## config.mk

```make
export PLATFORM = sky130hd
export DESIGN_NAME = keccak_theta
export DESIGN_NICKNAME = d
export VERILOG_FILES = /design/src/rtl/keccak_pkg.sv /design/src/rtl/keccak_theta_slice.sv /design/src/rtl/keccak_theta.sv
export SDC_FILE = /design/constraint.sdc
export NUM_CORES = 1
export LEC_CHECK = 0
export ABC_AREA = 1
export CAP_MARGIN = 20
export CORE_ASPECT_RATIO = 2
export CORE_UTILIZATION = 47
export CTS_BUF_LIST = sky130_fd_sc_hd__clkbuf_8
export CTS_CLUSTER_DIAMETER = 30
export DETAILED_ROUTE_END_ITERATION = 10
export PLACE_DENSITY = 0.79
export SLEW_MARGIN = 40
export SYNTH_ARGS = -nofsm -noshare
export SYNTH_HDL_FRONTEND = slang
export SYNTH_SLANG_ARGS = --single-unit
```

## constraint.sdc

```tcl
create_clock -name clk -period 1.5 [get_ports clk]
set_input_delay 0.3 -clock clk [delete_from_list [all_inputs] [get_ports clk]]
set_output_delay 0.3 -clock clk [all_outputs]
set_load 0.05 [all_outputs]
```

## src/rtl/keccak_pkg.sv

```systemverilog
// Shared definitions for the slice-serial Keccak theta stage.
// Optional build macro: KECCAK_THETA_BYPASS_EN (pass-through mode port).
package keccak_pkg;
  localparam int SLICE_W = 25;
  localparam int DEPTH   = 64;
  localparam int ADDR_W  = 6;

  typedef enum logic [1:0] {IDLE, PRIME, RUN, DRAIN} state_t;

  // Column parity of one slice: bit x = XOR over y of bit (x + 5*y)
  function automatic logic [4:0] col_parity(input logic [SLICE_W-1:0] s);
    logic [4:0] c;
    c = '0;
    for (int x = 0; x < 5; x++)
      c[x] = s[x] ^ s[x+5] ^ s[x+10] ^ s[x+15] ^ s[x+20];
    return c;
  endfunction
endpackage

```

## src/rtl/keccak_theta_slice.sv

```systemverilog
// Combinational theta for one slice given the previous slice's column parity.
module keccak_theta_slice
  import keccak_pkg::*;
(
  input  logic [SLICE_W-1:0] slice,
  input  logic [4:0]         prev_c,
  output logic [SLICE_W-1:0] slice_out,
  output logic [4:0]         cur_c
);
  logic [4:0] d;

  assign cur_c = col_parity(slice);

  genvar x, y;
  generate
    for (x = 0; x < 5; x++) begin : g_col
      // Left neighbour column in this slice, right neighbour column one slice back
      assign d[x] = cur_c[(x+4)%5] ^ prev_c[(x+1)%5];
      for (y = 0; y < 5; y++) begin : g_row
        assign slice_out[x+5*y] = slice[x+5*y] ^ d[x];
      end
    end
  endgenerate
endmodule

```

## src/rtl/keccak_theta.sv

```systemverilog
// Slice-serial theta: primes parity from slice 63, then streams slices 0..63
// with a two-slice read-to-write lag. Optional macro KECCAK_THETA_BYPASS_EN
// adds a bypass input that forwards slices untouched with identical timing.
module keccak_theta
  import keccak_pkg::*;
(
  input  logic               clk,
  input  logic               rst,
  input  logic               start,
  output logic               rd_en,
  output logic [ADDR_W-1:0]  rd_addr,
  input  logic [SLICE_W-1:0] slice_in,
  output logic               wr_en,
  output logic [ADDR_W-1:0]  wr_addr,
  output logic [SLICE_W-1:0] slice_out,
  output logic               busy,
  output logic               done
`ifdef KECCAK_THETA_BYPASS_EN
  ,
  input  logic               bypass
`endif
);
  state_t              state, state_nx;
  logic [ADDR_W-1:0]   cnt;
  logic                prime_d;
  logic [1:0]          vld_pipe;   // [0]: slice_in holds a streamed slice, [1]: output valid
  logic [ADDR_W-1:0]   addr_d;
  logic [4:0]          prev_c;
  logic [4:0]          cur_c;
  logic [SLICE_W-1:0]  theta_out;
  logic                byp_q;

  keccak_theta_slice u_slice (
    .slice     (slice_in),
    .prev_c    (prev_c),
    .slice_out (theta_out),
    .cur_c     (cur_c)
  );

`ifdef KECCAK_THETA_BYPASS_EN
  // Bypass mode is captured once per pass, alongside the accepted start
  always_ff @(posedge clk) begin
    if (rst)                         byp_q <= 1'b0;
    else if (state == IDLE && start) byp_q <= bypass;
  end
`else
  assign byp_q = 1'b0;
`endif

  // Next-state and read-port decode
  always_comb begin
    state_nx = state;
    rd_en    = 1'b0;
    rd_addr  = '0;
    case (state)
      IDLE:  if (start) state_nx = PRIME;
      PRIME: begin
        rd_en    = 1'b1;
        rd_addr  = ADDR_W'(DEPTH-1);
        state_nx = RUN;
      end
      RUN: begin
        rd_en   = 1'b1;
        rd_addr = cnt;
        if (cnt == ADDR_W'(DEPTH-1)) state_nx = DRAIN;
      end
      DRAIN: if (done) state_nx = IDLE;
      default: state_nx = IDLE;
    endcase
  end

  // State, read counter and the read-data / write pipeline
  always_ff @(posedge clk) begin
    if (rst) begin
      state     <= IDLE;
      cnt       <= '0;
      prime_d   <= 1'b0;
      vld_pipe  <= '0;
      addr_d    <= '0;
      prev_c    <= '0;
      wr_en     <= 1'b0;
      wr_addr   <= '0;
      slice_out <= '0;
      done      <= 1'b0;
    end else begin
      state       <= state_nx;
      cnt         <= (state == RUN) ? cnt + 1'b1 : '0;
      prime_d     <= (state == PRIME);
      vld_pipe[0] <= (state == RUN);
      vld_pipe[1] <= vld_pipe[0];
      addr_d      <= rd_addr;
      if (prime_d || vld_pipe[0]) prev_c <= cur_c;
      wr_en       <= vld_pipe[0];
      if (vld_pipe[0]) begin
        wr_addr   <= addr_d;
        slice_out <= byp_q ? slice_in : theta_out;
      end
      // Last write is on the bus and nothing follows it
      done <= (state == DRAIN) && vld_pipe[1] && !vld_pipe[0];
    end
  end

  // Busy drops in the done cycle even though the FSM leaves DRAIN one cycle later
  assign busy = (state != IDLE) && !done;
endmodule

```

==> key figures <==
Outcome
  – Status: finished, violations left
  – Violated checks: negative setup slack

Synthesis
  – Syn Inst Count: 390
  – Yosys Warn Count: 0
  – Mapped Area: 2711 µm²
  – Post-synth top area share: 39.87%
  – Largest family of logic cells by synthesized area: simple AND/OR/NAND/NOR gates
  – Yosys reg bits: 54
  – Leading area contributor after synthesis: dfxtp_1
  – Syn Nets: 424
  – Synth Area in XOR/XNOR: 3.230%
  – Mux contribution to synthesized area: 0%
  – Post-synthesis adder-cell area fraction: 2.769%
  – Synth Area in Simple Gates: 38.76%
  – Syn Area/Cell: 6.952 µm²
  – Register area share after synthesis: 39.87%
  – Area contributors post-synth: dfxtp_1, nand3_1, nand2_1, inv_1, a21oi_1
  – Yosys cell types: 21
  – Post-synthesis compound-gate area fraction: 7.199%

Placement
  – Post-DP Area: 4242 µm²
  – RD Place Congestion: 0.8225
  – DPL Wire Length: 6082 µm
  – Cell total after placement: 544
  – Port bufs: 68

Timing
  – Slew headroom: 62.05%
  – RSZ-0062 raised after global routing: yes
  – Pins Over Slew Limit: 0
  – Worst slew pin tran: 0.5672 ns
  – Min Tclk post-route: 1.870 ns
  – Fmax: 0.5349 GHz
  – Final-report setup violation count: 7
  – Final worst slack: -0.3696 ns
  – Setup total negative slack: -2.189 ns
  – Hold_ws: 0.3557 ns
  – Endpoints failing hold: 0
  – Fin crit share: 124.6%
  – Worst Skew: 0.01487 ns

Route
  – Drt pass-1 iters: 4
  – Top routing layer in use: met4
  – Routed met3 length: 263 µm
  – Total number of vias: 3,091
  – Detailed Route WL: 8605 µm
  – Drt first-iter violations: 110
  – Routed len/inst: 15.31 µm
  – Routed Antenna Nets: 0
  – Drt via density: 5.500
  – WL met1: 2828 µm
  – DRC: 0
  – DR WL met2: 5230 µm

Power
  – Switching portion of total power: 42.14%
  – Total power: 6959 µW
  – NetSw: 2933 µW
  – Worst VDD drop: 0.002368 V
  – Clock power frac: 13.9%
  – Power share of the combinational group: 59.0%
  – Pleak: 0.002288 µW
  – Cell Pwr Density: 1494 nW/µm²
  – P_int: 4026 µW
  – Seq pwr share: 27.0%

GRT
  – Largest net degree at the start of global routing: 20
  – First-pass GRT wire length: 13,210 µm
  – GRT Total Usage: 27.39%
  – Initial antenna violation count: 0
  – GRT overflow: 0
  – Vias in the first global route: 3,154

Clock tree
  – CTS root buf: clkbuf_8
  – Clock Path Buffers: 2
  – Clk pin slew, worst setup/hold paths: 0.10 ns
  – Deepest level of the CTS H-tree: 2
  – CTS tree: done
  – Clock Latency Late Sink: 0.31 ns
  – TritonCTS Sinks: 54
  – Num CTS Buffers: 5

Layout
  – Final cell count without fillers: 562
  – FILL cells: 306
  – Share of cells above drive strength 1: 31.27%
  – N_diodes: 0
  – Reg area: 1084 µm²
  – Post-route cell area: 4659 µm²
  – Post-layout net count: 535
  – Area of the multi-input gates: 1698 µm²
  – Area grow syn2layout: 71.85%

Min path
  – Hold depth: 4
  – Worst hold path startpoint: slice_in[14]
  – Tightest Hold Check Type: in2reg

Setup path
  – Startpoint types: flop
  – WP data arrival: 1.57 ns
  – WS Path Type: reg2out
  – CP max FO: 7
  – Reg2reg start: state[0]$_SDFFE_PP0P_
  – Worst setup startpoint: state[0]$_SDFFE_PP0P_
  – WP data required: 1.20 ns
  – Reg2reg setup slack: 0.01 ns
  – CP Capture Type: output pin
  – Worst R2R Path Depth: 8

Floorplan
  – Chip Width: 55.71 µm
  – Die footprint: 6095 µm²
  – Row count: 38
  – # IOs: 69
  – Chip height: 109.4 µm
  – Core box area: 5468 µm²
  – Starting density of the core: 49.59%

Job
  – Max_cap viols: 0
power by group through the flow:
| stage | sequential (µW) | combinational [µW] | clock [µW] |
|---|---|---|---|
| 3_3_place_gp | 1880 | 3650 | 0 |
| 3_5_place_dp | 1900 | 3730 | 0 |
| 4_1_cts | 1860 | 3860 | 979 |
| 6_report | 1880 | 4110 | 970 |
| 5_1_grt | 1910 | 4350 | 1020 |
| 2_1_floorplan | 2180 | 1710 | 0 |
Yosys cell counts, drive strengths merged:
cell and instances:
ha 6, o21ai 8, nand2 104, o21a 1, nor3 1, buf 6
inv 47, and3 2, a21oi 17, a22o 6, nor2 12, clkbuf 2
o22ai 1, xor2 5, and2 6, dfxtp 54, nand3 107, xnor2 5
metrics by stage:
stage / setup slack, ns / util (%)
after floorplan: -0.2273 / -
after global placement: -0.3048 / 77.57
after detailed placement: -0.4148 / 77.57
after CTS: -0.3567 / 80.76
after global routing: -0.4145 / 85.22
final: -0.3696 / 85.22
metal layers:
layer / vias to the layer above / global-route usage (%)
li1: 1500 / -
met1: 1475 / 24.00
met2: 91 / 57.75
met3: 25 / 3.765
met4: 0 / 13.93
met5: - / 0
critical path, stage by stage (launching register included):
cell and delay (ns):
dfxtp_2 0.37, inv_4 0.05, ha_4 0.27, clkinvlp_4 0.08
buf_12 0.15, a21oi_4 0.16, buf_12 0.16
cells by family (layout without fill, tap and decap cells):
family                     after synthesis  in the layout
and+or+nand+nor                        232            232
adders and majority gates                6              6
xor gates and xnor gates                10             10
buffers and inverters                   55            167
DFF                                     54             54
AOI/OAI and AO/OA                       33             33
state kept, by name (all words and copies together), names as in the netlist:
register / flops
addr_d: 6
cnt: 6
prime_d: 1
prev_c: 5
wr_addr: 6
state: 2
wr_en: 1
vld_pipe: 1
slice_out: 25
done: 1
final timing paths:
kind,end
worst max-delay path,rd_addr[5]
worst min-delay path,slice_out[14]$_SDFFE_PP0P_
worst max register to register,addr_d[5]$_SDFF_PP0_
worst min register to register,wr_addr[2]$_SDFFE_PP0P_
cell usage in the layout, fill, tap and decap left out, types with 2 or more instances in the layout:
| cell | instances |
|---|---|
| a21oi_1 | 10 |
| a21oi_4 | 6 |
| a22o_1 | 6 |
| and2_1 | 6 |
| and3_1 | 2 |
| buf_12 | 46 |
| buf_4 | 39 |
| clkbuf_8 | 5 |
| clkdlybuf4s50_1 | 9 |
| dfxtp_1 | 52 |
| dfxtp_2 | 2 |
| dlygate4sd2_1 | 4 |
| dlymetal6s2s_1 | 14 |
| ha_1 | 2 |
| ha_2 | 3 |
| inv_1 | 44 |
| inv_2 | 3 |
| nand2_1 | 87 |
| nand2_2 | 15 |
| nand2_4 | 2 |
| nand3_1 | 86 |
| nand3_2 | 21 |
| nor2_1 | 9 |
| nor2_4 | 2 |
| o21ai_0 | 6 |
| o21ai_1 | 2 |
| xnor2_1 | 3 |
| xnor2_2 | 2 |
| xor2_2 | 4 |
repair_timing:
action | 4_1_cts | 5_1_grt
hold buffers | 0 | 0
endpoints found under the setup margin | 13 | 38
gates resized for setup | 10 | 56
pin swaps | 4 | 5
hold endpoints to repair | 0 | 0
buffers inserted | 6 | 4
layout make-up:
type / instances / share of cell area, %
Clock buffer: 5 / 1.477
Clock inverter: 3 / 0.8056
Inverter: 47 / 3.921
Multi-Input combinational cell: 281 / 36.44
Sequential cell: 54 / 23.25
Tap cell: 60 / 1.611
Timing Repair Buffer: 112 / 32.49
Note: power is estimated with default switching activity, not from simulation.
